### src/rtl/battleship_pkg.sv
// Shared definitions for the battleship board front end: button indices
// and the per-channel press FSM state type.
package battleship_pkg;

  localparam int BTN_UP    = 0;
  localparam int BTN_DOWN  = 1;
  localparam int BTN_LEFT  = 2;
  localparam int BTN_RIGHT = 3;
  localparam int BTN_FIRE  = 4;
  localparam int NUM_BTNS  = 5;

  typedef enum logic [1:0] {
    ST_IDLE         = 2'd0,
    ST_DELAY        = 2'd1,
    ST_REPEAT       = 2'd2,
    ST_WAIT_RELEASE = 2'd3
  } btn_state_t;

endpackage

### src/rtl/button_pulse_gen_if.sv
// Single-cycle button strobe bundle between button_pulse_gen (master)
// and the cursor/game logic (slave).
interface button_pulse_gen_if;

  logic btn_up;
  logic btn_down;
  logic btn_left;
  logic btn_right;
  logic btn_fire;

  modport master (output btn_up, btn_down, btn_left, btn_right, btn_fire);
  modport slave  (input  btn_up, btn_down, btn_left, btn_right, btn_fire);

endinterface

### src/rtl/btn_channel.sv
// One button channel: 2-flop synchroniser, debounce counter and press FSM
// producing one-cycle strobes, with optional auto-repeat (REPEAT_ALLOWED).
module btn_channel
  import battleship_pkg::*;
#(
  parameter int DEBOUNCE_CYCLES = 500000,
  parameter int REPEAT_DELAY    = 25000000,
  parameter int REPEAT_PERIOD   = 10000000,
  parameter bit REPEAT_ALLOWED  = 1'b1
) (
  input  logic clk,
  input  logic reset_n,
  input  logic enable,
  input  logic raw,
  output logic pulse
);

  localparam int DB_W = $clog2(DEBOUNCE_CYCLES + 1);

  logic            sync1;
  logic            sync2;
  logic            level;
  logic            rise;
  logic [DB_W-1:0] db_cnt;
  btn_state_t      state;
  logic            rpt_done;

  // NOTE: every register here uses <= so all flops sample the values from
  // before the edge; blocking assignments would chain sync1 straight into
  // sync2 and silently collapse the synchroniser to one stage.
  always_ff @(posedge clk) begin
    if (!reset_n) begin
      sync1  <= 1'b0;
      sync2  <= 1'b0;
      level  <= 1'b0;
      rise   <= 1'b0;
      db_cnt <= '0;
    end else begin
      sync1 <= raw;
      sync2 <= sync1;
      rise  <= 1'b0;
      if (sync2 == level) begin
        db_cnt <= '0;
      end else if (db_cnt == DB_W'(DEBOUNCE_CYCLES - 1)) begin
        // The sample completing the stable run flips the level, so the
        // counter never passes DEBOUNCE_CYCLES-1 and cannot wrap.
        level  <= ~level;
        rise   <= ~level;
        db_cnt <= '0;
      end else begin
        db_cnt <= db_cnt + 1'b1;
      end
    end
  end

  // Disable and release take priority over every state, so a strobe due on
  // the same edge that enable drops or the level falls is never issued.
  always_ff @(posedge clk) begin
    if (!reset_n) begin
      state <= ST_IDLE;
      pulse <= 1'b0;
    end else begin
      pulse <= 1'b0;
      if (!enable) begin
        state <= level ? ST_WAIT_RELEASE : ST_IDLE;
      end else if (!level) begin
        state <= ST_IDLE;
      end else begin
        case (state)
          ST_IDLE: begin
            if (rise) begin
              pulse <= 1'b1;
              state <= REPEAT_ALLOWED ? ST_DELAY : ST_WAIT_RELEASE;
            end
          end
          ST_DELAY: begin
            if (rpt_done) begin
              pulse <= 1'b1;
              state <= ST_REPEAT;
            end
          end
          ST_REPEAT: begin
            if (rpt_done) pulse <= 1'b1;
          end
          ST_WAIT_RELEASE: ;
          default: state <= ST_IDLE;
        endcase
      end
    end
  end

  generate
    if (REPEAT_ALLOWED) begin : g_repeat
      localparam int RPT_MAX = (REPEAT_DELAY > REPEAT_PERIOD) ? REPEAT_DELAY : REPEAT_PERIOD;
      localparam int RPT_W   = $clog2(RPT_MAX + 1);

      logic [RPT_W-1:0] rpt_cnt;
      logic             load_delay;
      logic             load_period;

      // Mirrors the FSM's pulse conditions so the count restarts on exactly
      // the edges that emit a press or repeat strobe.
      assign load_delay  = enable && level && (state == ST_IDLE) && rise;
      assign load_period = enable && level && rpt_done &&
                           ((state == ST_DELAY) || (state == ST_REPEAT));
      assign rpt_done    = (rpt_cnt == '0);

      always_ff @(posedge clk) begin
        if (!reset_n) begin
          rpt_cnt <= '0;
        end else if (load_delay) begin
          rpt_cnt <= RPT_W'(REPEAT_DELAY - 1);
        end else if (load_period) begin
          rpt_cnt <= RPT_W'(REPEAT_PERIOD - 1);
        end else if (rpt_cnt != '0) begin
          rpt_cnt <= rpt_cnt - 1'b1;
        end
      end
    end else begin : g_no_repeat
      logic unused_rpt_cfg;
      assign unused_rpt_cfg = REPEAT_DELAY[0] ^ REPEAT_PERIOD[0];
      assign rpt_done       = 1'b0;
    end
  endgenerate

endmodule

### src/rtl/button_pulse_gen.sv
// Board push-button front end: five debounced channels driving one-cycle
// strobes. Define BUTTON_AUTO_REPEAT_EN to auto-repeat the direction buttons.
module button_pulse_gen
  import battleship_pkg::*;
#(
  parameter int DEBOUNCE_CYCLES = 500000,
  parameter int REPEAT_DELAY    = 25000000,
  parameter int REPEAT_PERIOD   = 10000000
) (
  input  logic                      clk,
  input  logic                      reset_n,
  input  logic                      enable,
  input  logic                      btn_up_raw,
  input  logic                      btn_down_raw,
  input  logic                      btn_left_raw,
  input  logic                      btn_right_raw,
  input  logic                      btn_fire_raw,
  button_pulse_gen_if.master        btns
);

`ifdef BUTTON_AUTO_REPEAT_EN
  localparam bit DIR_REPEAT = 1'b1;
`else
  localparam bit DIR_REPEAT = 1'b0;
`endif

  logic [NUM_BTNS-1:0] raw_vec;
  logic [NUM_BTNS-1:0] strobe_vec;

  assign raw_vec[BTN_UP]    = btn_up_raw;
  assign raw_vec[BTN_DOWN]  = btn_down_raw;
  assign raw_vec[BTN_LEFT]  = btn_left_raw;
  assign raw_vec[BTN_RIGHT] = btn_right_raw;
  assign raw_vec[BTN_FIRE]  = btn_fire_raw;

  generate
    for (genvar i = 0; i < NUM_BTNS; i++) begin : g_ch
      btn_channel #(
        .DEBOUNCE_CYCLES (DEBOUNCE_CYCLES),
        .REPEAT_DELAY    (REPEAT_DELAY),
        .REPEAT_PERIOD   (REPEAT_PERIOD),
        .REPEAT_ALLOWED  ((i == BTN_FIRE) ? 1'b0 : DIR_REPEAT)
      ) u_ch (
        .clk     (clk),
        .reset_n (reset_n),
        .enable  (enable),
        .raw     (raw_vec[i]),
        .pulse   (strobe_vec[i])
      );
    end
  endgenerate

  assign btns.btn_up    = strobe_vec[BTN_UP];
  assign btns.btn_down  = strobe_vec[BTN_DOWN];
  assign btns.btn_left  = strobe_vec[BTN_LEFT];
  assign btns.btn_right = strobe_vec[BTN_RIGHT];
  assign btns.btn_fire  = strobe_vec[BTN_FIRE];

endmodule

### src/flat_wrapper.sv
// flat-port wrapper written by rule: the top's interface ports become plain ports
module button_pulse_gen_flat import battleship_pkg::*;
#(
  parameter int DEBOUNCE_CYCLES = 500000,
  parameter int REPEAT_DELAY    = 25000000,
  parameter int REPEAT_PERIOD   = 10000000
)
  (clk, reset_n, enable, btn_up_raw, btn_down_raw, btn_left_raw, btn_right_raw, btn_fire_raw, btns_btn_up, btns_btn_down, btns_btn_left, btns_btn_right, btns_btn_fire);
  button_pulse_gen_if btns_i ();
  input  logic clk;
  input  logic reset_n;
  input  logic enable;
  input  logic btn_up_raw;
  input  logic btn_down_raw;
  input  logic btn_left_raw;
  input  logic btn_right_raw;
  input  logic btn_fire_raw;
  output wire logic [$bits(btns_i.btn_up)-1:0] btns_btn_up;
  output wire logic [$bits(btns_i.btn_down)-1:0] btns_btn_down;
  output wire logic [$bits(btns_i.btn_left)-1:0] btns_btn_left;
  output wire logic [$bits(btns_i.btn_right)-1:0] btns_btn_right;
  output wire logic [$bits(btns_i.btn_fire)-1:0] btns_btn_fire;
  assign btns_btn_up = btns_i.btn_up;
  assign btns_btn_down = btns_i.btn_down;
  assign btns_btn_left = btns_i.btn_left;
  assign btns_btn_right = btns_i.btn_right;
  assign btns_btn_fire = btns_i.btn_fire;
  button_pulse_gen #(.DEBOUNCE_CYCLES(DEBOUNCE_CYCLES), .REPEAT_DELAY(REPEAT_DELAY), .REPEAT_PERIOD(REPEAT_PERIOD)) u_core (.clk(clk), .reset_n(reset_n), .enable(enable), .btn_up_raw(btn_up_raw), .btn_down_raw(btn_down_raw), .btn_left_raw(btn_left_raw), .btn_right_raw(btn_right_raw), .btn_fire_raw(btn_fire_raw), .btns(btns_i));
endmodule
### config.mk
export PLATFORM = sky130hd
export DESIGN_NAME = button_pulse_gen_flat
export DESIGN_NICKNAME = d
export VERILOG_FILES = /design/src/rtl/battleship_pkg.sv /design/src/rtl/button_pulse_gen_if.sv /design/src/rtl/btn_channel.sv /design/src/rtl/button_pulse_gen.sv /design/src/flat_wrapper.sv
export SDC_FILE = /design/constraint.sdc
export NUM_CORES = 1
export LEC_CHECK = 0
export BUFFER_PORTS_ARGS = -buffer_cell sky130_fd_sc_hd__buf_2
export CAP_MARGIN = 25
export CORE_MARGIN = 1
export CORE_UTILIZATION = 60
export CTS_CLUSTER_SIZE = 16
export DETAILED_ROUTE_END_ITERATION = 12
export HOLD_SLACK_MARGIN = 0.08
export PLACE_DENSITY_LB_ADDON = 0.3
export SYNTH_ARGS = -nofsm -noshare
export SYNTH_HDL_FRONTEND = slang
export SYNTH_SLANG_ARGS = --single-unit
export TNS_END_PERCENT = 10
### constraint.sdc
create_clock -name clk -period 2.59 [get_ports clk]
set_clock_uncertainty 0.15 [all_clocks]
set_input_delay 0.518 -clock clk [delete_from_list [all_inputs] [get_ports clk]]
set_output_delay 0.518 -clock clk [all_outputs]
set_load 0.1 [all_outputs]
==> results.toml, run 1 <==
[synthesis]
yosysSeqAreaShare = 0.4648
yosys_warnings = 0
synth_area_leaders = "dfxtp_1, xor2_1, nor2_1"
syn_area_um2 = 5384
syn_nets = 613
async_flop_share = 0
synth_edf_count = 0
yosys_most_used_dff = "dfxtp_1"
synth_top_cell_by_area = "dfxtp_1"
synth.distinct_cells = 45
netlist_instances = 600
ys_ff_latch = 125
synth_top_area_share = 0.4648
synth.avg_cell_area_um2 = 8.973

[finish]
finalNetCount = 635
num_antenna_cells = 0
stdcell_area_um2 = 6140
fillers = 647
multi_input_area_um2 = 2709
final_cell_mix = "dfxtp_1, nor2_1, nand2_1, xor2_1, nand3_1"
drive_above_1_share = 0.1151
syn_to_final_growth_pct = 14.04
seqCellArea_um2 = 2502
final_common_cell = "dfxtp_1"

[floorplanning]
start_util = 0.6174
fp-row-count = 34
io_pins = 13
die_w_um = 96.73
die_area_um2 = 9356
core_um2 = 8721
die_h_um = 96.73

[grt]
antenna_found_initial = 0
grt_overflow = 0
grt_pass1_vias = 4191
grt_pass1_wl_um = 18200
grt_usage = 0.2384
grt_max_degree = 20

[timing]
final.period_utilization = 0.8956
grt_setup_unrepaired = "false"
slew_headroom = 0.6346
setup_viol = 0
period_needed_ns = 2.320
final.setup.tns_ns = 0
finalHoldViolCount = 0
max_freq_mhz = 431.1
slew_viol_final = 0
worstMarginPinSlew_ns = 0.5455

[placed_design]
gp_congestion = 0.8755
placement.cell_area_um2 = 5527
io_buffers = 12
dp_hpwl_um = 6949

[clocking]
clk_root_buffer_cell = "clkbuf_8"
cts_buffer_depth = 2
cts_resized = 0
clk_latency_ns = 0.52
htreeDepth = 4
clk_pin_slew_worst_paths_ns = 0.06
clock_sinks = 125
numCtsBuffers = 17
tritoncts = "yes"

[run_status]
run_status = "completed"

[route]
drt_iter0_drc = 226
remaining_drc_errors = 0
routed_wl_um = 10530
ant_nets = 0
avgViaCountPerCell = 5.915
dr.pass1.iters = 5
detail_route.wl_per_cell_um = 14.19
vias = 4389

[worst_setup_path]
crit_type = "register to register"
crit_chain = "or4_1 -> or4_4 -> o211ai_4 -> nor2_1"
cpPeakStageDelay_ns = 0.56
crit_slowest_cell = "or4_4"
reg2reg_depth = 4
worstPathRequired_ns = 2.82
crit_arrival_ns = 2.55
endpoint_kind = "register"
crit_fanout = 19
cp-start-kind = "register"

[power]
powerDensity_nw_per_um2 = 684.4
intPower_w = 0.003356
power_leakage_nw = 2.033
irDropWorstVdd_mv = 0.5978
p_sw_w = 0.0008462
combPwrFrac = 0.012
switching_share = 0.2014
clkPwrFrac = 0.526
power_frac_seq = 0.462

[job]
maxCapViolCount = 0

[hold_path]
whs_path_depth = 2
min_path_type = "input pin to register"
final timing paths:
kind                                        from                             to  slack (ns)
setup reg to reg  u_core.g_ch[0].u_ch.db_cnt[12]  u_core.g_ch[0].u_ch.db_cnt[3]        0.27
hold / removal                           reset_n      u_core.g_ch[4].u_ch.level        0.21
hold reg to reg     u_core.g_ch[1].u_ch.state[0]      u_core.g_ch[1].u_ch.pulse        0.27
setup / recovery  u_core.g_ch[0].u_ch.db_cnt[12]  u_core.g_ch[0].u_ch.db_cnt[3]        0.27
state kept, by name, indices dropped and copies added (netlist names):
name and cells:
u_core.g_ch.u_ch.db_cnt 95, u_core.g_ch.u_ch.level 5, u_core.g_ch.u_ch.pulse 5, u_core.g_ch.u_ch.rise 5, u_core.g_ch.u_ch.state 5, u_core.g_ch.u_ch.sync1 5
u_core.g_ch.u_ch.sync2 5
power groups by stage:
stage | Sequential [W] | Combinational [W] | Clock (W)
floorplan | 0.00198 | 0.0000327 | 0
global placement | 0.00198 | 0.0000459 | 0
detailed placement | 0.00198 | 0.0000473 | 0
CTS | 0.00194 | 0.0000533 | 0.00224
global route | 0.00194 | 0.0000582 | 0.00234
finish | 0.00194 | 0.0000523 | 0.00221
cells in the mapped netlist (13+ instances only):
master	count
dfxtp_1	125
nor2_1	58
nand2_1	40
xor2_1	38
nand3_1	34
a21oi_1	33
nand4_1	26
o21ai_0	25
or3_1	24
xnor2_1	22
inv_1	18
and2_1	17
clkbuf_1	17
or4_1	14
nor3_1	13
nor4_1	13
worst max-delay path, delay by kind of cell, from the launching register on:
family | cells | cell delay (ns)
AND/OR/NAND/NOR | 3 | 1.21
flip-flops | 1 | 0.34
AO/OA/AOI/OAI | 1 | 0.48
stage by stage:
stage          total power, W  cells  worst slack (ns)  utilization  hold WS (ns)
3_5_place_dp         0.002028    706            0.2862       0.6337        0.2663
6_report             0.004202    742            0.2704       0.7040        0.2067
2_1_floorplan        0.002012    600            0.4608            -        0.2483
4_1_cts              0.004234    742            0.2811       0.7040        0.1891
5_1_grt              0.004339    742            0.1346       0.7040        0.2055
3_3_place_gp         0.002026    706            0.3746       0.6337        0.2588
cell families after synthesis:
family / count (synthesis) / synth area share
flops: 125 / 0.4648
fa+ha+maj: 5 / 0.01162
simple gates: 291 / 0.3024
compound gates: 80 / 0.09157
xor+xnor: 60 / 0.09761
buf+inv: 39 / 0.03207
metal layers:
metal	up-vias	part of all wire	global-route usage
met4	0	0.020	0.1206
met5	-	0	0
met2	105	0.49	0.3808
li1	2182	-	-
met3	22	0.044	0.07659
met1	2080	0.45	0.2882
area by class of cell:
| cell class | instances | share of cell area |
|---|---|---|
| multi-input combinational | 436 | 0.4412 |
| sequential | 125 | 0.4076 |
| clock buffer | 19 | 0.07194 |
| timing repair buffer | 24 | 0.02649 |
| tap | 108 | 0.02201 |
| clock inverter | 12 | 0.01977 |
| inverter | 18 | 0.01100 |
repair_timing:
action,4_1_cts,5_1_grt
buffers inserted,0,0
hold endpoints to repair,5,0
hold buffers,5,0
Power figures use the tool's default switching activity.
==> inputs of run 2 (changes only) <==
ABC_AREA = 1   (was not set)
==> run 2 against run 1 <==
Largest cell class unchanged. Cell count increased by 39%. Clock power increased by 3%. Design area increased by 9.0%. Non-clock buffer count decreased by 6. Largest power group unchanged.
==> results.toml, run 2 <==
[run_status]
run_status = "completed"

[synthesis]
synth_area_leaders = "dfxtp_1, nand2_1, nor2_1"
synth.distinct_cells = 31
syn_nets = 876
synth_top_cell_by_area = "dfxtp_1"
synth_top_area_share = 0.4251
yosys_most_used_dff = "dfxtp_1"
synth.avg_cell_area_um2 = 6.821
yosys_warnings = 0
async_flop_share = 0
ys_ff_latch = 125
netlist_instances = 863
synth_edf_count = 0
syn_area_um2 = 5887
synth_most_common_cell = "nand2_1"
yosys-top-cells-count = "nand2_1, nor2_1, dfxtp_1"
yosysSeqAreaShare = 0.4251

[job]
maxCapViolCount = 0

[finish]
fillers = 742
final_cell_mix = "nand2_1, nor2_1, dfxtp_1, inv_1, nand3_1"
syn_to_final_growth_pct = 13.67
largest_register_ffs = 95
finalNetCount = 906
final_common_cell = "nand2_1"
regMostFlops = "u_core.g_ch.u_ch.db_cnt"
drive_above_1_share = 0.06843
num_antenna_cells = 0

[route]
drt_iter0_drc = 302
dr.pass1.iters = 5
ant_nets = 0
remaining_drc_errors = 0
vias = 5245
avgViaCountPerCell = 5.068
detail_route.wl_per_cell_um = 11.04
routed_wl_um = 11420

[placed_design]
io_buffers = 12
place_ws_ns = 0.7579
dp_hpwl_um = 8173
gp_congestion = 0.9099

[worst_setup_path]
reg2reg_depth = 8
crit_slowest_cell = "buf_2"
crit_type = "register to primary output"
crit_start = "u_core.g_ch[3].u_ch.pulse"
path_depth = 1
crit_fanout = 1
r2r_setup_slack_ns = 0.76
crit_arrival_ns = 1.28
worstPathRequired_ns = 1.92
r2r_end = "u_core.g_ch[3].u_ch.db_cnt[16]"
critPathBufInv = 1
cp_top_family = "buffers and inverters"
worstSetupEndpoint = "btns_btn_right"
crit_chain = "buf_2"
endpoint_kind = "primary output"
cp-start-kind = "register"
cpPeakStageDelay_ns = 0.43
rr_startpoint = "u_core.g_ch[3].u_ch.db_cnt[0]"

[grt]
met2_usage = 0.4280
antenna_found_initial = 0
grt_pass1_wl_um = 20180
grt_use_met3 = 0.06033
grtUsageMet1 = 0.2947
gr-max-usage-layer = "met2"
grt_overflow = 0
grt_max_degree = 20
grt_pass1_vias = 4916
grt_usage = 0.2474

[timing]
finalHoldViolCount = 0
setup_viol = 0
final.setup.tns_ns = 0
hold_ws_ns = 0.2265
period_needed_ns = 1.949
slew_headroom = 0.6745
setup_ws_ns = 0.6406
final.period_utilization = 0.7526
slew_viol_final = 0
max_freq_mhz = 513.0
worstMarginPinSlew_ns = 0.4916
grt_setup_unrepaired = "false"

[floorplanning]
fp-row-count = 35
core_um2 = 9371
io_pins = 13
die_h_um = 101.1
die_w_um = 101.1
start_util = 0.6282
die_area_um2 = 10210

[clocking]
clk_root_buffer_cell = "clkbuf_8"
numCtsBuffers = 17
clk_latency_ns = 0.51
clock_sinks = 125
cts_buffer_depth = 2
tritoncts = "yes"
htreeDepth = 4
cts_setup_buffers = 0
clk_pin_slew_worst_paths_ns = 0.06

[hold_path]
min_path_type = "input pin to register"

[power]
irDropWorstVdd_mv = 0.6464
power_leakage_nw = 2.327
powerDensity_nw_per_um2 = 636.0
## run 2: changes by cell type after synthesis, moves of 11 or more
cell / previous run / this run
clkbuf_1: 17 / 2
o21ai_0: 25 / 14
and2_1: 17 / 1
nor4_1: 13 / 2
or3_1: 24 / 0
nand3_1: 34 / 56
inv_1: 18 / 110
or4_1: 14 / 0
nand2_1: 40 / 214
nor2_1: 58 / 196
## run 2: repair_timing
action | in CTS | in global routing
gates resized for setup | 0 | 0
hold endpoints to repair | 5 | 0
setup endpoints to repair | 0 | 0
hold buffers | 5 | 0
## run 2: stage by stage
stage	instances	power, W	utilization	instance area [µm²]
6_report	1035	0.004256	0.7140	6691
3_3_place_gp	998	0.002024	0.6466	6060
5_1_grt	1035	0.004396	0.7140	6691
3_5_place_dp	998	0.002026	0.6466	6060
2_1_floorplan	863	0.002013	-	5887
4_1_cts	1035	0.004293	0.7140	6691
## run 2: where the power goes
| part | switching [W] | leakage, nW | internal (W) | total (W) |
|---|---|---|---|---|
| Combinational | 0.0000330 | 1.04 | 0.0000186 | 0.0000517 |
| Sequential | 0.00000558 | 1.01 | 0.00193 | 0.00194 |
| Clock | 0.000845 | 0.277 | 0.00142 | 0.00227 |
## run 2: kinds of logic (layout without fill, tap and decap cells)
| logic type | after synthesis | in the layout | share of synthesized area |
|---|---|---|---|
| flip-flops | 125 | 125 | 0.4251 |
| buffers and inverters | 117 | 160 | 0.07970 |
| XOR/XNOR | 46 | 46 | 0.06844 |
| AO/OA/AOI/OAI | 48 | 48 | 0.04378 |
| adder cells (fa/ha/maj) | 5 | 5 | 0.01063 |
| AND/OR/NAND/NOR | 522 | 522 | 0.3724 |
## run 2: final cells by class
type | count | area [µm²] | share of cell area
multi-input cells | 621 | 2915 | 0.4357
flip-flops and latches | 125 | 2502 | 0.3740
clock buffers | 19 | 441.7 | 0.06601
inverters | 110 | 412.9 | 0.06171
well taps | 129 | 161.4 | 0.02412
clock inverters | 13 | 140.1 | 0.02094
repair buffers | 18 | 117.6 | 0.01758
## run 2: per-layer routing
layer	part of all wire	wire [µm]
met1	0.46	5285
met2	0.49	5549
met3	0.040	458
met4	0.011	131
met5	0	0
## run 2: worst min-delay path by stage
stage	startpoint	to	slack (ns)	cells past startpoint
after floorplan	u_core.g_ch[0].u_ch.sync1	u_core.g_ch[0].u_ch.sync2	0.24	2
after global placement	u_core.g_ch[3].u_ch.sync1	u_core.g_ch[3].u_ch.sync2	0.24	2
after detailed placement	u_core.g_ch[2].u_ch.sync1	u_core.g_ch[2].u_ch.sync2	0.25	2
after CTS	reset_n	u_core.g_ch[3].u_ch.rise	0.20	3
after global routing	reset_n	u_core.g_ch[3].u_ch.rise	0.23	3
final	reset_n	u_core.g_ch[3].u_ch.rise	0.23	3
